**config.mk**
```make
export PLATFORM = sky130hd
export DESIGN_NAME = mux_rr_feeder_flat
export DESIGN_NICKNAME = d
export VERILOG_FILES = /design/src/rtl/mux_rr_feeder_pkg.sv /design/src/rtl/mux_rr_feeder_if.sv /design/src/rtl/mux_rr_feeder_rr_arb4.sv /design/src/rtl/mux_rr_feeder.sv /design/src/flat_wrapper.sv
export SDC_FILE = /design/constraint.sdc
export NUM_CORES = 1
export LEC_CHECK = 0
export ABC_AREA = 0
export BUFFER_PORTS_ARGS = -buffer_cell sky130_fd_sc_hd__clkbuf_2
export CAP_MARGIN = 10
export CELL_PAD_IN_SITES_DETAIL_PLACEMENT = 0
export CELL_PAD_IN_SITES_GLOBAL_PLACEMENT = 1
export CORE_UTILIZATION = 39
export DETAILED_ROUTE_END_ITERATION = 8
export PLACE_DENSITY_LB_ADDON = 0.05
export SYNTH_ARGS = -nofsm -noshare
export SYNTH_HDL_FRONTEND = slang
export SYNTH_HIERARCHICAL = 1
export SYNTH_SLANG_ARGS = --single-unit
```
**constraint.sdc**
```tcl
create_clock -name clk -period 3.02 [get_ports clk]
set_input_delay 0.302 -clock clk [delete_from_list [all_inputs] [get_ports clk]]
set_output_delay 0.302 -clock clk [all_outputs]
set_load 0.1 [all_outputs]
```
**src/rtl/mux_rr_feeder_pkg.sv**
```systemverilog
// Shared constants, FSM state type and round-robin helper for the mux feeder.
package mux_rr_pkg;

  localparam int DW  = 4;
  localparam int SW  = 2;
  localparam int NCH = 4;

  typedef enum logic {
    IDLE  = 1'b0,
    DRIVE = 1'b1
  } state_e;

  // First requesting channel after 'last', wrapping; returns 'last' when idle.
  // Scans from the farthest candidate down so the nearest one wins.
  function automatic logic [1:0] next_rr(input logic [1:0] last,
                                         input logic [3:0] req);
    logic [1:0] idx;
    next_rr = last;
    for (int k = 4; k >= 1; k--) begin
      idx = last + 2'(k);
      if (req[idx]) next_rr = idx;
    end
  endfunction

endpackage

```
**src/rtl/mux_rr_feeder_if.sv**
```systemverilog
// Request channels and result stream of the mux feeder.
// slave = the feeder, master = whoever drives requests and sinks results.
interface mux_rr_feeder_if #(
  parameter int DW = 4,
  parameter int SW = 2
);
  logic [3:0]    in_valid;
  logic [DW-1:0] in_data0;
  logic [DW-1:0] in_data1;
  logic [DW-1:0] in_data2;
  logic [DW-1:0] in_data3;
  logic [3:0]    in_ready;
  logic          out_valid;
  logic [DW-1:0] out_data;
  logic [SW-1:0] out_ch;
  logic          out_ready;

  modport slave (
    input  in_valid, in_data0, in_data1, in_data2, in_data3, out_ready,
    output in_ready, out_valid, out_data, out_ch
  );

  modport master (
    output in_valid, in_data0, in_data1, in_data2, in_data3, out_ready,
    input  in_ready, out_valid, out_data, out_ch
  );
endinterface

```
**src/rtl/mux_rr_feeder_rr_arb4.sv**
```systemverilog
// Combinational 4-way round-robin picker; priority starts just after 'last'.
module rr_arb4 (
  input  logic [3:0] req,
  input  logic [1:0] last,
  output logic [1:0] gnt,
  output logic       any
);
  import mux_rr_pkg::*;

  assign gnt = next_rr(last, req);
  assign any = |req;

endmodule

```
**src/rtl/mux_rr_feeder.sv**
```systemverilog
// Feeder/collector around an external combinational 4:1 mux.
// One holding slot per channel, round-robin select, registered result stage.
module mux_rr_feeder #(
  parameter int DW = 4,
  parameter int SW = 2
) (
  input  logic                 clk,
  input  logic                 rst,
  mux_rr_feeder_if.slave       bus,
  output logic [DW-1:0]        ip1,
  output logic [DW-1:0]        ip2,
  output logic [DW-1:0]        ip3,
  output logic [DW-1:0]        ip4,
  output logic [SW-1:0]        sel,
  input  logic [DW-1:0]        mux_out
);
  import mux_rr_pkg::*;

  logic [NCH-1:0]          w_hold_v;
  logic [NCH-1:0][DW-1:0]  w_hold_d;
  logic [NCH-1:0][DW-1:0]  w_in_data;
  logic [NCH-1:0]          w_in_ready;
  logic [NCH-1:0]          w_accept;

  state_e                  r_state;
  state_e                  w_state_nxt;
  logic [SW-1:0]           r_sel;
  logic [SW-1:0]           r_last;
  logic                    r_out_valid;
  logic [DW-1:0]           r_out_data;
  logic [SW-1:0]           r_out_ch;

  logic [1:0]              w_gnt;
  logic                    w_any;
  logic                    w_out_free;
  logic                    w_load_sel;
  logic                    w_capture;

  assign w_in_data  = {bus.in_data3, bus.in_data2, bus.in_data1, bus.in_data0};
  // A slot only takes a word when empty; nothing is accepted while in reset.
  assign w_in_ready = ~w_hold_v & {NCH{~rst}};
  assign w_accept   = bus.in_valid & w_in_ready;
  assign w_out_free = ~r_out_valid | bus.out_ready;

  assign bus.in_ready  = w_in_ready;
  assign bus.out_valid = r_out_valid;
  assign bus.out_data  = r_out_data;
  assign bus.out_ch    = r_out_ch;

  // Mux inputs mirror the slots regardless of occupancy.
  assign ip1 = w_hold_d[0];
  assign ip2 = w_hold_d[1];
  assign ip3 = w_hold_d[2];
  assign ip4 = w_hold_d[3];
  assign sel = r_sel;

  // Per-channel holding slot. Load and release never coincide: a full slot
  // is not ready, and only a full slot can be the one being captured.
  for (genvar i = 0; i < NCH; i++) begin : g_ch
    logic          r_v;
    logic [DW-1:0] r_d;

    // Fill on handshake, drain when the captured result came from this slot.
    always_ff @(posedge clk or posedge rst) begin
      if (rst) begin
        r_v <= 1'b0;
        r_d <= '0;
      end else if (w_accept[i]) begin
        r_v <= 1'b1;
        r_d <= w_in_data[i];
      end else if (w_capture && (r_sel == SW'(i))) begin
        r_v <= 1'b0;
      end
    end

    assign w_hold_v[i] = r_v;
    assign w_hold_d[i] = r_d;
  end

  rr_arb4 u_arb (
    .req  (w_hold_v),
    .last (r_last),
    .gnt  (w_gnt),
    .any  (w_any)
  );

  // Next-state: pick a channel when one is pending and the output can take
  // it; capture the settled mux output on the following edge.
  always_comb begin
    w_state_nxt = r_state;
    w_load_sel  = 1'b0;
    w_capture   = 1'b0;
    case (r_state)
      IDLE: begin
        if (w_any && w_out_free) begin
          w_load_sel  = 1'b1;
          w_state_nxt = DRIVE;
        end
      end
      DRIVE: begin
        if (w_out_free) begin
          w_capture   = 1'b1;
          w_state_nxt = IDLE;
        end
      end
      default: w_state_nxt = IDLE;
    endcase
  end

  // State, select and round-robin pointer; sel only moves on IDLE->DRIVE.
  always_ff @(posedge clk or posedge rst) begin
    if (rst) begin
      r_state <= IDLE;
      r_sel   <= '0;
      r_last  <= SW'(NCH - 1);
    end else begin
      r_state <= w_state_nxt;
      if (w_load_sel) r_sel  <= w_gnt;
      if (w_capture)  r_last <= r_sel;
    end
  end

  // Result stage: capture wins over a simultaneous drain so no cycle is lost.
  always_ff @(posedge clk or posedge rst) begin
    if (rst) begin
      r_out_valid <= 1'b0;
      r_out_data  <= '0;
      r_out_ch    <= '0;
    end else if (w_capture) begin
      r_out_valid <= 1'b1;
      r_out_data  <= mux_out;
      r_out_ch    <= r_sel;
    end else if (bus.out_ready) begin
      r_out_valid <= 1'b0;
    end
  end

endmodule

```
**src/flat_wrapper.sv**
```systemverilog
// flat-port wrapper written by rule: the top's interface ports become plain ports
module mux_rr_feeder_flat import mux_rr_pkg::*;
#(
  parameter int DW = 4,
  parameter int SW = 2
)
  (clk, rst, ip1, ip2, ip3, ip4, sel, mux_out, bus_in_valid, bus_in_data0, bus_in_data1, bus_in_data2, bus_in_data3, bus_out_ready, bus_in_ready, bus_out_valid, bus_out_data, bus_out_ch);
  mux_rr_feeder_if #(.DW(DW), .SW(SW)) bus_i ();
  input  logic clk;
  input  logic rst;
  output logic [DW-1:0] ip1;
  output logic [DW-1:0] ip2;
  output logic [DW-1:0] ip3;
  output logic [DW-1:0] ip4;
  output logic [SW-1:0] sel;
  input  logic [DW-1:0] mux_out;
  input wire logic [$bits(bus_i.in_valid)-1:0] bus_in_valid;
  input wire logic [$bits(bus_i.in_data0)-1:0] bus_in_data0;
  input wire logic [$bits(bus_i.in_data1)-1:0] bus_in_data1;
  input wire logic [$bits(bus_i.in_data2)-1:0] bus_in_data2;
  input wire logic [$bits(bus_i.in_data3)-1:0] bus_in_data3;
  input wire logic [$bits(bus_i.out_ready)-1:0] bus_out_ready;
  output wire logic [$bits(bus_i.in_ready)-1:0] bus_in_ready;
  output wire logic [$bits(bus_i.out_valid)-1:0] bus_out_valid;
  output wire logic [$bits(bus_i.out_data)-1:0] bus_out_data;
  output wire logic [$bits(bus_i.out_ch)-1:0] bus_out_ch;
  assign bus_i.in_valid = bus_in_valid;
  assign bus_i.in_data0 = bus_in_data0;
  assign bus_i.in_data1 = bus_in_data1;
  assign bus_i.in_data2 = bus_in_data2;
  assign bus_i.in_data3 = bus_in_data3;
  assign bus_i.out_ready = bus_out_ready;
  assign bus_in_ready = bus_i.in_ready;
  assign bus_out_valid = bus_i.out_valid;
  assign bus_out_data = bus_i.out_data;
  assign bus_out_ch = bus_i.out_ch;
  mux_rr_feeder #(.DW(DW), .SW(SW)) u_core (.clk(clk), .rst(rst), .bus(bus_i), .ip1(ip1), .ip2(ip2), .ip3(ip3), .ip4(ip4), .sel(sel), .mux_out(mux_out));
endmodule
```
==> results_dict.tcl <==
set metrics [dict create \
    ys_seq_area_share_pct 57.2 \
    first_pass_iters 4 \
    setup_violations 0 \
    min_to "u_core/bus.out_data[2]$_DFFE_PP0P_" \
    start_kind "register" \
    netlist_top_cells_count "30 x dfrtp_1, 22 x mux2_2, 8 x nor2_1" \
    hp-class "input port to register" \
    worst_r2r_endpoint "u_core/sel[0]$_DFFE_PP0P_" \
    die_h_um 62.0 \
    rr_worst_depth 4 \
    r2r-start "u_core/g_ch[3].r_v$_DFFE_PP0P_" \
    setup-tns-final_ns 0 \
    final_max_slew_viol_count 0 \
    synth_top_area_share_pct 53.5 \
    cts_made_buffers 5 \
    core_mm2 0.00339 \
    track_usage_pct 15.0 \
    clk_pin_slew_ns 0.09 \
    pin_count 56 \
    antenna_found_initial 0 \
    nFillCells 335 \
    clock_path_buffers 2 \
    rsz0062_at_grt "false" \
    finalHoldViolations 0 \
    syn-cell-area_mm2 0.00140 \
    nets 191 \
    grt_pass1_vias 867 \
    htreeDepth 2 \
    cap_viol_max_count 0 \
    die_area_mm2 0.00384 \
    cts_tree "done" \
    ys_seq_elements 32 \
    vias 1008 \
    status "completed" \
    syn-num-nets 130 \
    worst-setup-path-type "register to primary output" \
    synth_flop_cell "dfrtp_1" \
    place.gp.congestion 0.733 \
    io_buffers 55 \
    routedWlPerCell_um 12.3 \
    cp_max_fo 8 \
    drt_iter0_drc 20 \
    cts_resized 0 \
    cts.sink_count 32 \
    viasPerCell 4.78 \
    diodes 0 \
    fp.dieW_um 62.0 \
    ff_latch_area_um2 803 \
    clock_skew_ns 0.00731 \
    yosysMostFrequentCell "dfrtp_1" \
    synth_cell_type_count 21 \
    drtAntennaViolNets 0 \
    cp-end-kind "primary output" \
    synth-async-reset-ratio_pct 100 \
    cts_setup_buffers 0 \
    grt_overflow 0 \
    rows 21 \
    fin_crit_ns 1.73 \
    min-delay-start "mux_out[2]" \
    synth_area_leaders "dfrtp_1 53%, mux2_2 18%, nor3b_4 4.0%" \
    synth_largest_area_cell "dfrtp_1" \
    r2r_slack_ns 1.62 \
    yosysWarnings 6 \
    start_util_pct 41.4 \
    multi_input_area_um2 567 \
    cp_data_arrival_time_ns 1.43 \
    clk_latency_ns 0.32 \
    cts_hold_buf 0 \
    grt_pass1_wl_um 3950 \
    finalWirelength_um 2590 \
    area_delta_synth_final_pct 26.8 \
    grt_max_degree 23 \
    period_share_pct 57.4 \
    tightest_slew_ns 0.783 \
    drc 0 \
    dp_hpwl_um 2000 \
    drive_gt1_share_pct 60.6 \
    slew_headroom_pct 47.8 \
    min_delay_path_depth 2 \
    required_ns 2.72 \
    synthesis.instances 103 \
    fmax_mhz 577 \
    synth_edf_count 0 \
    root_buffer "clkbuf_4" \
    syn_area_per_cell_um2 13.6 \
]
kinds of logic (layout without fill, tap and decap cells):
kind of cell,after synthesis,in the layout,synth area share [%]
flops,32,32,57.2
compound gates,16,16,7.93
mux,23,23,18.4
buf+inv,5,67,2.41
simple gates,27,27,14.1
how the worst max path moves through the flow:
stage	to	startpoint	cells past startpoint
floorplan	bus_in_ready[3]	u_core/g_ch[3].r_v$_DFFE_PP0P_	1
global route	bus_in_ready[3]	u_core/g_ch[3].r_v$_DFFE_PP0P_	2
CTS	bus_in_ready[3]	u_core/g_ch[3].r_v$_DFFE_PP0P_	2
global placement	u_core/g_ch[2].r_v$_DFFE_PP0P_	rst	4
detailed placement	u_core/g_ch[3].r_v$_DFFE_PP0P_	rst	4
finish	bus_in_ready[3]	u_core/g_ch[3].r_v$_DFFE_PP0P_	2
cells in the final DEF (no fill, tap or decap), types with 3 or more instances in the layout:
| cell | count |
|---|---|
| a21o_2 | 5 |
| a21oi_1 | 6 |
| a31oi_1 | 3 |
| clkbuf_2 | 55 |
| clkbuf_4 | 5 |
| dfrtp_1 | 30 |
| inv_1 | 3 |
| mux2_2 | 22 |
| nand2_1 | 7 |
| nor2_1 | 8 |
| nor3b_4 | 3 |
sequential cells by signal (all words and copies together), names as in the netlist:
register,count
u_core/bus.out_ch,2
u_core/bus.out_data,4
u_core/bus.out_valid,1
u_core/g_ch.r_v,4
u_core/ip1,4
u_core/ip2,4
u_core/ip3,4
u_core/ip4,4
u_core/r_last,2
u_core/r_state,1
u_core/sel,2
routing by layer:
| layer | GRT usage (%) | up-vias | routed length, µm |
|---|---|---|---|
| li1 | - | 485 | - |
| met1 | 17.7 | 485 | 1140 |
| met2 | 23.6 | 33 | 1250 |
| met3 | 6.21 | 5 | 148 |
| met4 | 7.62 | 0 | 53 |
| met5 | 0 | - | 0 |
area by class of cell:
cell class              count  share of cell area (%)
multi-input cells          66                    31.8
flip-flops and latches     32                    45.1
well taps                  46                    3.23
clock buffers               8                    3.30
inverters                   3                   0.632
repair buffers             56                    15.9
critical path: stages, from the launching register on:
cell and delay, ns:
dfrtp_1 0.50, nor2_1 0.14, clkbuf_2 0.46
metrics by stage:
step | hold WS (ns) | std cells | cell area [µm²] | setup WS [ns] | util (%)
after floorplan | 0.452 | 103 | 1400 | 0.979 | -
after global placement | 0.467 | 203 | 1720 | 1.47 | 50.8
after detailed placement | 0.478 | 203 | 1720 | 1.43 | 50.8
after CTS | 0.187 | 211 | 1780 | 1.26 | 52.5
after global routing | 0.181 | 211 | 1780 | 1.18 | 52.5
final | 0.203 | 211 | 1780 | 1.29 | 52.5
Power is not shown: default switching activity piles up to over one toggle a cycle in this logic, so the estimate is an artifact.
